`src/rtl/instr_fetch_decode.sv`:
```
// ---------------------------------------------------------------------------
// instr_fetch_decode
//   Instruction fetch/decode front end. Holds the PC, issues single-word
//   reads to the instruction RAM (never more than one in flight), buffers
//   returned words in a DEPTH-entry prefetch FIFO and splits the head word
//   into Cond/OpCode/S/destination/source_2/source_1/IV fields.
//
//   Optional build macro: PERF_CNT_EN
//     When defined, adds Fetch_Count (accepted pops) and Flush_Count
//     (redirects) output counters. When undefined they are absent.
//
//   Handshake: the consumer side is strict valid/ready. Dec_Valid never
//   depends on Dec_Ready; a transfer happens on a posedge where both are
//   high. Once Dec_Valid is high the head entry stays stable until it is
//   popped or a Redirect/reset flushes the FIFO.
//
//   dbg_state exposes the fetch FSM state (0=FETCH, 1=WAIT, 2=DRAIN).
// ---------------------------------------------------------------------------
module instr_fetch_decode #(
    parameter int                DATA_W   = 32,
    parameter int                ADDR_W   = 16,
    parameter int                DEPTH    = 4,
    parameter logic [ADDR_W-1:0] RESET_PC = '0
) (
    input  logic              Clk,
    input  logic              Reset,
    output logic              Mem_Enable,
    output logic              Mem_RW,
    output logic [ADDR_W-1:0] Mem_Address,
    input  logic [DATA_W-1:0] Mem_Data,
    input  logic              Mem_Valid,
    input  logic              Redirect,
    input  logic [ADDR_W-1:0] Redirect_Addr,
    output logic              Dec_Valid,
    input  logic              Dec_Ready,
    output logic [ADDR_W-1:0] Instr_PC,
    output logic [3:0]        Cond,
    output logic [3:0]        OpCode,
    output logic              S,
    output logic [3:0]        destination,
    output logic [3:0]        source_2,
    output logic [3:0]        source_1,
    output logic [4:0]        IV,
    output logic [1:0]        dbg_state
`ifdef PERF_CNT_EN
    ,
    output logic [31:0]       Fetch_Count,
    output logic [31:0]       Flush_Count
`endif
);

    // Only bits [31:6] of an instruction carry decoded fields, so only
    // those are kept in the prefetch buffer.
    localparam int FLD_W = 26;
    localparam int PTR_W = $clog2(DEPTH);
    localparam int CNT_W = PTR_W + 1;

    typedef enum logic [1:0] {
        ST_FETCH = 2'd0,
        ST_WAIT  = 2'd1,
        ST_DRAIN = 2'd2
    } state_e;

    state_e             state_q, state_d;
    logic [ADDR_W-1:0]  pc_q, pc_d;
    logic [PTR_W-1:0]   rd_ptr_q, rd_ptr_d;
    logic [PTR_W-1:0]   wr_ptr_q, wr_ptr_d;
    logic [CNT_W-1:0]   count_q, count_d;
    logic [FLD_W-1:0]   fld_q  [DEPTH];
    logic [FLD_W-1:0]   fld_d  [DEPTH];
    logic [ADDR_W-1:0]  addr_q [DEPTH];
    logic [ADDR_W-1:0]  addr_d [DEPTH];
    logic [ADDR_W-1:0]  req_addr_q, req_addr_d;

    logic               outstanding;
    logic [CNT_W-1:0]   free_slots;
    logic               issue;
    logic               push;
    logic               pop;
    logic               head_valid;
    logic [FLD_W-1:0]   head_fld;

    // Bits of the returned word outside [31:6] are intentionally ignored.
    logic               unused_mem_bits;
    assign unused_mem_bits = ^Mem_Data;

    // Shared status terms used by the FSM and the datapath.
    always_comb begin
        outstanding = (state_q != ST_FETCH);
        free_slots  = CNT_W'(DEPTH) - count_q - CNT_W'(outstanding);
        head_valid  = (count_q != '0);
        push        = (state_q == ST_WAIT) && Mem_Valid && !Redirect;
        pop         = head_valid && !Redirect && Dec_Ready;
    end

    // FSM state register.
    always_ff @(posedge Clk) begin
        if (!Reset) begin
            state_q <= ST_FETCH;
        end else begin
            state_q <= state_d;
        end
    end

    // FSM next-state logic. Redirect wins over the normal flow; a read still
    // in flight after a redirect must be drained before fetching resumes.
    always_comb begin
        state_d = state_q;
        if (Redirect) begin
            state_d = (outstanding && !Mem_Valid) ? ST_DRAIN : ST_FETCH;
        end else begin
            case (state_q)
                ST_FETCH: if (issue)     state_d = ST_WAIT;
                ST_WAIT:  if (Mem_Valid) state_d = ST_FETCH;
                ST_DRAIN: if (Mem_Valid) state_d = ST_FETCH;
                default:                 state_d = ST_FETCH;
            endcase
        end
    end

    // FSM outputs: a single-cycle read strobe whenever a slot is free.
    // Reset gating keeps a request from leaking out of the reset cycle.
    always_comb begin
        issue       = Reset && !Redirect && (state_q == ST_FETCH) && (free_slots != '0);
        Mem_Enable  = issue;
        Mem_RW      = 1'b0;
        Mem_Address = pc_q;
        dbg_state   = state_q;
    end

    // PC, request address and FIFO pointer/storage next-state.
    always_comb begin
        pc_d       = pc_q;
        req_addr_d = req_addr_q;
        rd_ptr_d   = rd_ptr_q;
        wr_ptr_d   = wr_ptr_q;
        count_d    = count_q;
        fld_d      = fld_q;
        addr_d     = addr_q;

        if (Redirect) begin
            pc_d     = Redirect_Addr;
            rd_ptr_d = '0;
            wr_ptr_d = '0;
            count_d  = '0;
        end else begin
            if (issue) begin
                pc_d       = pc_q + 1'b1;
                req_addr_d = pc_q;
            end
            if (push) begin
                fld_d[wr_ptr_q]  = Mem_Data[31:6];
                addr_d[wr_ptr_q] = req_addr_q;
                wr_ptr_d         = wr_ptr_q + 1'b1;
            end
            if (pop) begin
                rd_ptr_d = rd_ptr_q + 1'b1;
            end
            count_d = count_q + CNT_W'(push) - CNT_W'(pop);
        end
    end

    // Control registers with synchronous reset.
    always_ff @(posedge Clk) begin
        if (!Reset) begin
            pc_q       <= RESET_PC;
            req_addr_q <= RESET_PC;
            rd_ptr_q   <= '0;
            wr_ptr_q   <= '0;
            count_q    <= '0;
        end else begin
            pc_q       <= pc_d;
            req_addr_q <= req_addr_d;
            rd_ptr_q   <= rd_ptr_d;
            wr_ptr_q   <= wr_ptr_d;
            count_q    <= count_d;
        end
    end

    // FIFO storage; contents are qualified by count_q so no reset is needed.
    always_ff @(posedge Clk) begin
        fld_q  <= fld_d;
        addr_q <= addr_d;
    end

    // Combinational decode of the FIFO head; fields read as zero when empty.
    always_comb begin
        head_fld    = fld_q[rd_ptr_q];
        Dec_Valid   = head_valid && !Redirect;
        Instr_PC    = '0;
        Cond        = '0;
        OpCode      = '0;
        S           = 1'b0;
        destination = '0;
        source_2    = '0;
        source_1    = '0;
        IV          = '0;
        if (head_valid) begin
            Instr_PC    = addr_q[rd_ptr_q];
            Cond        = head_fld[25:22];
            OpCode      = head_fld[21:18];
            S           = head_fld[17];
            destination = head_fld[16:13];
            source_2    = head_fld[12:9];
            source_1    = head_fld[8:5];
            IV          = head_fld[4:0];
        end
    end

`ifdef PERF_CNT_EN
    logic [31:0] fetch_count_q, fetch_count_d;
    logic [31:0] flush_count_q, flush_count_d;

    // Performance counter next-state: accepted pops and redirects, wrapping.
    always_comb begin
        fetch_count_d = fetch_count_q + (pop ? 32'd1 : 32'd0);
        flush_count_d = flush_count_q + (Redirect ? 32'd1 : 32'd0);
    end

    // Performance counter registers.
    always_ff @(posedge Clk) begin
        if (!Reset) begin
            fetch_count_q <= '0;
            flush_count_q <= '0;
        end else begin
            fetch_count_q <= fetch_count_d;
            flush_count_q <= flush_count_d;
        end
    end

    assign Fetch_Count = fetch_count_q;
    assign Flush_Count = flush_count_q;
`endif

endmodule
```
`config.mk`:
```
export PLATFORM = sky130hd
export DESIGN_NAME = instr_fetch_decode
export DESIGN_NICKNAME = d
export VERILOG_FILES = /design/src/rtl/instr_fetch_decode.sv
export SDC_FILE = /design/constraint.sdc
export NUM_CORES = 1
export LEC_CHECK = 0
export ABC_AREA = 1
export CORE_MARGIN = 4
export CORE_UTILIZATION = 55
export DETAILED_ROUTE_END_ITERATION = 8
export PLACE_DENSITY = 0.9
export SETUP_SLACK_MARGIN = 0.02
export SLEW_MARGIN = 10
export SYNTH_ARGS = -nofsm -noshare
export SYNTH_HDL_FRONTEND = slang
export SYNTH_SLANG_ARGS = --single-unit
```
`constraint.sdc`:
```
create_clock -name Clk -period 3.45 [get_ports Clk]
set_input_delay 0.5175 -clock Clk [delete_from_list [all_inputs] [get_ports Clk]]
set_output_delay 0.5175 -clock Clk [all_outputs]
set_load 0.005 [all_outputs]
```
==> parameters.txt, run 1 <==
Parameter                              Value

Status
  Status ... finished, final reports clean

Routing
  WL met3 ... 1.72 mm
  Wire length on met1 ... 8.16 mm
  Routed length on met2 ... 10.1 mm
  DRC errors left ... 0
  Mean number of vias per cell ... 5.56
  Post-detailed-route wirelength per cell ... 17.4 microns
  Total number of vias ... 6,505
  ANT nets after route ... 0
  Total Wirelength ... 20.3 mm
  DRT Pass-1 Iters ... 5
  Uppermost signal routing layer after detailed routing ... met4
  Iteration-0 DRC Markers ... 502

Job
  Number of max-capacitance violations reported ... 0

Cells and area
  Fraction of layout instances using a drive strength above 1 ... 7.29%
  Layout overhead on the synthesized area ... 22.5%
  Fin area ... 0.0108 sq mm
  Fin nets ... 1,012
  Filler Cell Count ... 1,069
  Diode count ... 0

Synthesis
  Synthesized Nets ... 910
  Area contributors post-synth ... edfxtp_1, dfxtp_1, nor2_1, o21ai_0, a21oi_1
  Area fraction of the dominant cell type after synthesis ... 57.4%
  Post-synth design cell area ... 0.00879 sq mm
  Yosys top cell by area ... edfxtp_1
  Average cell area after synthesis ... 10.4 sq um
  Number of instances in the synthesized netlist ... 845
  Number of warnings reported in the yosys synthesis log ... 0
  Share of the yosys chip area belonging to registers ... 66.8%
  Count of unique library cells instantiated by Yosys ... 34
  Register bit count reported by yosys ... 209

Clock tree
  Total of hold buffers inserted after clock tree synthesis ... 0
  Maximum buffer depth of the clock tree ... 3
  Clock tree root buffer cell ... clkbuf_16
  Number of gates given a new drive strength after cts ... 0
  CTS Buf Count ... 20
  TritonCTS clock tree ... done
  Number of sinks driven by the clock tree ... 209
  Clock Latency Late Sink ... 0.49 ns
  Clock transition time at the flip-flop clock pins of the worst setup and hold paths ... 0.06 ns
  Number of H-tree levels ... 1
  Setup repair bufs after CTS ... 0

Global route
  Total routing usage reported by global routing ... 22.3%
  Wire length of the first global-routing pass ... 32.3 mm
  Vias in the first global route ... 6,491
  Largest net degree at the start of global routing ... 87
  Initial antenna violation count ... 0
  Overflow left after global routing ... 0

STA
  Final cycle utilization of the critical path ... 87.9%
  Tmin final ... 3.03 ns
  Count of final setup violators ... 0
  Slew HR ... 54.5%
  Worst-margin pin slew ... 0.680 ns
  Setup repair after global routing missed its margin ... no
  Post-route clock skew ... 0.0183 ns
  Final total negative setup slack ... 0 ns
  Max-slew violations ... 0
  Number of failing hold endpoints at the final stage ... 0
  Max frequency ... 330 MHz

Pwr
  Static leakage ... 0.00386 uW
  Power per cell area ... 490 mW/mm^2
  Worst vdd ir ... 0.000334 V

Worst setup path
  Crit path kind ... reg2out
  Worst path arrival time ... 2.52 ns
  Worst setup SP type ... flip-flop
  Critical-path maximum fanout ... 20
  Required time at the worst-slack endpoint ... 2.93 ns
  Kind of end point of the critical path ... output pin

Floorplan
  Die Outline Area ... 0.0181 sq mm
  Floorplan core area ... 0.0154 sq mm
  Chip width ... 134 microns
  I/O pin total ... 116
  Die H ... 134 microns
  Cell Rows ... 45
  Effective utilization at floorplan ... 57.0%

Placed design
  Detailed Place HPWL ... 12.5 mm
  Gpl congestion ... 0.901
  Cell Area, Placed ... 0.0101 sq mm
  IO buf count ... 108

Min path
  Class of the worst hold path ... reg2reg
[per-stage QoR]
| step | std cells | power [uW] | hold slack (ns) | setup slack (ns) | utilization [%] |
|---|---|---|---|---|---|
| 6_report | 1171 | 5280 | 0.498 | 0.416 | 69.8 |
| 5_1_grt | 1171 | 5430 | 0.533 | 0.295 | 69.8 |
| 4_1_cts | 1171 | 5300 | 0.496 | 0.429 | 69.8 |
| 3_5_place_dp | 1136 | 3150 | 0.487 | 0.704 | 65.5 |
| 3_3_place_gp | 1136 | 3130 | 0.472 | 0.758 | 65.5 |
| 2_1_floorplan | 845 | 2990 | 0.455 | 0.412 | - |
[synthesized netlist by cell type (all sizes together)]
cell    count
a211oi      1
a21oi      67
a31oi       1
buf        21
clkbuf     26
clkinv      1
conb        1
dfxtp      41
edfxtp    168
fa          1
ha         11
inv        43
nand2      84
nand3      34
nand4       7
nor2      220
nor3        2
nor3b       1
o21a        3
o21ai     104
o21bai      1
or2         3
xnor2       2
xor2        2
[final timing paths]
path,cells after the start,slack [ns],to,startpoint
worst max-delay path,6,0.42,source_2[2],rd_ptr_q[1]
worst min register to register,2,0.50,dbg_state[1],dbg_state[1]
worst min-delay path,2,0.50,dbg_state[1],dbg_state[1]
worst max register to register,9,0.93,count_q[2],count_q[1]
[cell type report]
type	instances	area (sq um)	area share, %
inverters	44	165	1.53
clock buffers	26	564	5.24
clock inverters	9	96.3	0.895
repair buffers	127	1250	11.6
well taps	211	264	2.45
multi-input cells	545	2560	23.8
flip-flops and latches	209	5870	54.5
[cells by family after synthesis]
| logic type | Yosys count | synth area share [%] |
|---|---|---|
| buf+inv | 91 | 4.49 |
| simple gates | 351 | 16.3 |
| xor+xnor | 4 | 0.399 |
| flops | 209 | 66.8 |
| other cells | 1 | 0.0427 |
| compound gates | 177 | 10.2 |
| fa+ha+maj | 12 | 1.79 |
[critical path: stages, from the launching register on]
cell	delay, ns
dfxtp_2	0.33
clkinv_1	0.33
buf_4	0.37
nor2_1	0.15
o21ai_0	0.10
a21oi_1	0.19
clkdlybuf4s50_1	0.55
[where the power goes]
group / leakage [uW] / switching (uW) / internal [uW]
sequential: 0.00190 / 50.0 / 2770
clock: 0.000326 / 876 / 1300
combinational: 0.00163 / 147 / 133
[state kept, by name, indices dropped and copies added (netlist names)]
register / count
fld_q: 104
addr_q: 64
Mem_Address: 16
req_addr_q: 16
count_q: 3
dbg_state: 2
rd_ptr_q: 2
wr_ptr_q: 2
[placed cells by master (no fill, tap or decap), types with 17 or more instances in the layout]
| cell | Yosys | layout |
|---|---|---|
| nand2_1 | 80 | 80 |
| o21ai_0 | 103 | 103 |
| clkdlybuf4s50_1 | 0 | 108 |
| inv_1 | 40 | 40 |
| nor2_1 | 217 | 213 |
| clkbuf_16 | 0 | 21 |
| buf_4 | 3 | 17 |
| nand3_1 | 33 | 33 |
| dfxtp_1 | 41 | 39 |
| a21oi_1 | 67 | 67 |
| edfxtp_1 | 168 | 168 |
[routing by layer]
layer,global-route usage (%),vias up
met1,29.0,3071
met3,3.71,39
met5,0,-
met2,38.9,310
li1,-,3085
met4,6.17,0
Power figures use the tool's default switching activity.
==> run 2, diff against run 1 <==
SLEW_MARGIN = unset   (was 10)
==> results of run 2 <==
Same layout as run 1: the final DEF is identical, and so are final timing and power.
==> run 3, diff against run 2 <==
CAP_MARGIN = 25   (was unset)
==> results of run 3 <==
Same layout as run 1: the final DEF is identical, and so are final timing and power.
==> patch (config.mk and constraints of run 2) <==
Add a define of `PERF_CNT_EN`.
--- a/src/rtl/instr_fetch_decode.sv
+++ b/src/rtl/instr_fetch_decode.sv
@@ -18,2 +18,4 @@
 // ---------------------------------------------------------------------------
+`define PERF_CNT_EN
+
 module instr_fetch_decode #(
Behaviour (old outputs only; new: Fetch_Count and Flush_Count): same outputs for any inputs over 4 cycles, from zero or initial values and one cycle with Reset low; that may be too few to reach the edited logic, so the function may still have changed.
==> patch against run 2 <==
Worst setup slack got worse by 0.037 ns. First-iteration DRC count rose by 25%. Total power rose by 28%. Sequential cell count rose by 64. Synthesized cell count rose by 54%. Synthesized area rose by 36%. Final area rose by 38%. Wire length rose by 43%. Critical endpoint is now Cond[3]. Largest power group unchanged. Highest routed layer unchanged.
==> patch: results (changes against run 2) <==
[place]
gp_congestion=0.924  ; +2.6%
port_buffers=172  ; +59%
pre_cts_slack_ns=0.525  ; -0.178 ns
place_hpwl_microns=18900  ; +51%
dpl.cell_count=1717  ; +51%
dpl_cell_area_sq_um=14000  ; +39%

[setup_path]
max_stage_delay_ns=0.56
arrival_ns=2.55  ; +0.03 ns
crit_fanout=39  ; +95%

[hold_path]
hp-class=flip-flop to flip-flop

[synthesis]
synth_xor_area_frac=0.0110  ; +0.00700
synth_edf_count=168  ; unchanged
postSynth.asyncResetShare=0  ; unchanged
postSynthAreaPerCell_sq_um=9.18  ; -12%
yosysUniqueCellTypes=44  ; +29%
seq_area_frac_synth=0.598  ; -0.0698
synth_nets=1371  ; +51%
synth_compound_area_frac=0.100  ; -0.00213
synth_area_leaders=edfxtp_1, dfxtp_1, nor2_1
muxShareOfSynthArea=0  ; unchanged
netlist_top_cells_count=nor2_1, nand2_1, edfxtp_1
synthAdderAreaFrac=0.0163  ; -0.00162

[final_layout]
drive_above_1_share=0.0751  ; +0.00220
final_cells=1766  ; +51%
layout.nets=1539  ; +52%
nFillCells=1487  ; +39%

[clock_tree]
clk_latency_ns=0.54  ; +0.05 ns
cts_buffers=27  ; +35%
root_buffer=clkbuf_16

[route]
dr.pass1.iters=5  ; unchanged
vias=9636  ; +48%
drt_first_iter_violations=626  ; +25%
wl_microns=29200  ; +43%

[grt]
grt_max_degree=86  ; -1.1%
grt_pass1_vias=9335  ; +44%
grt_pass1_wl_microns=45700  ; +42%
grt_usage=0.234  ; +0.0110

[outcome]
outcome=finished, final reports clean

[power_and_ir_drop]
ir_drop_uv=313  ; -6.2%
leakage_nw=5.21  ; +35%

[timing]
max_slew_margin=0.632  ; +0.0866
finClkSkew_ns=0.00793  ; -0.0104 ns

-- patch: layer usage --
layer	vias up	wire length [microns]	GRT usage
met1	4473	11100	0.282
met2	430	14200	0.403
li1	4687	-	-
met5	-	0	0
met4	0	559	0.0709
met3	46	3220	0.0745
-- patch: layout make-up --
class	count	area (sq um)	share of cell area
clock buffer	30	687	0.0462
clock inverter	19	165	0.0111
tap	275	344	0.0231
multi-input combinational	878	4240	0.285
inverter	101	379	0.0255
timing repair buffer	190	1920	0.129
sequential	273	7150	0.480
-- patch: where the power goes --
group | leakage [nW] | internal, W | switching [W]
registers | 2.34 | 0.00353 | 0.0000487
clock network | 0.393 | 0.00159 | 0.00121
logic | 2.48 | 0.000168 | 0.000207
-- patch: final timing paths --
path / start / endpoint / slack, ns / depth (start not counted)
max: rd_ptr_q[0] / Cond[3] / 0.38 / 5
min: Fetch_Count[17] / Fetch_Count[17] / 0.48 / 1
max reg2reg: count_q[0] / count_q[2] / 0.85 / 13
min reg2reg: Fetch_Count[17] / Fetch_Count[17] / 0.48 / 1
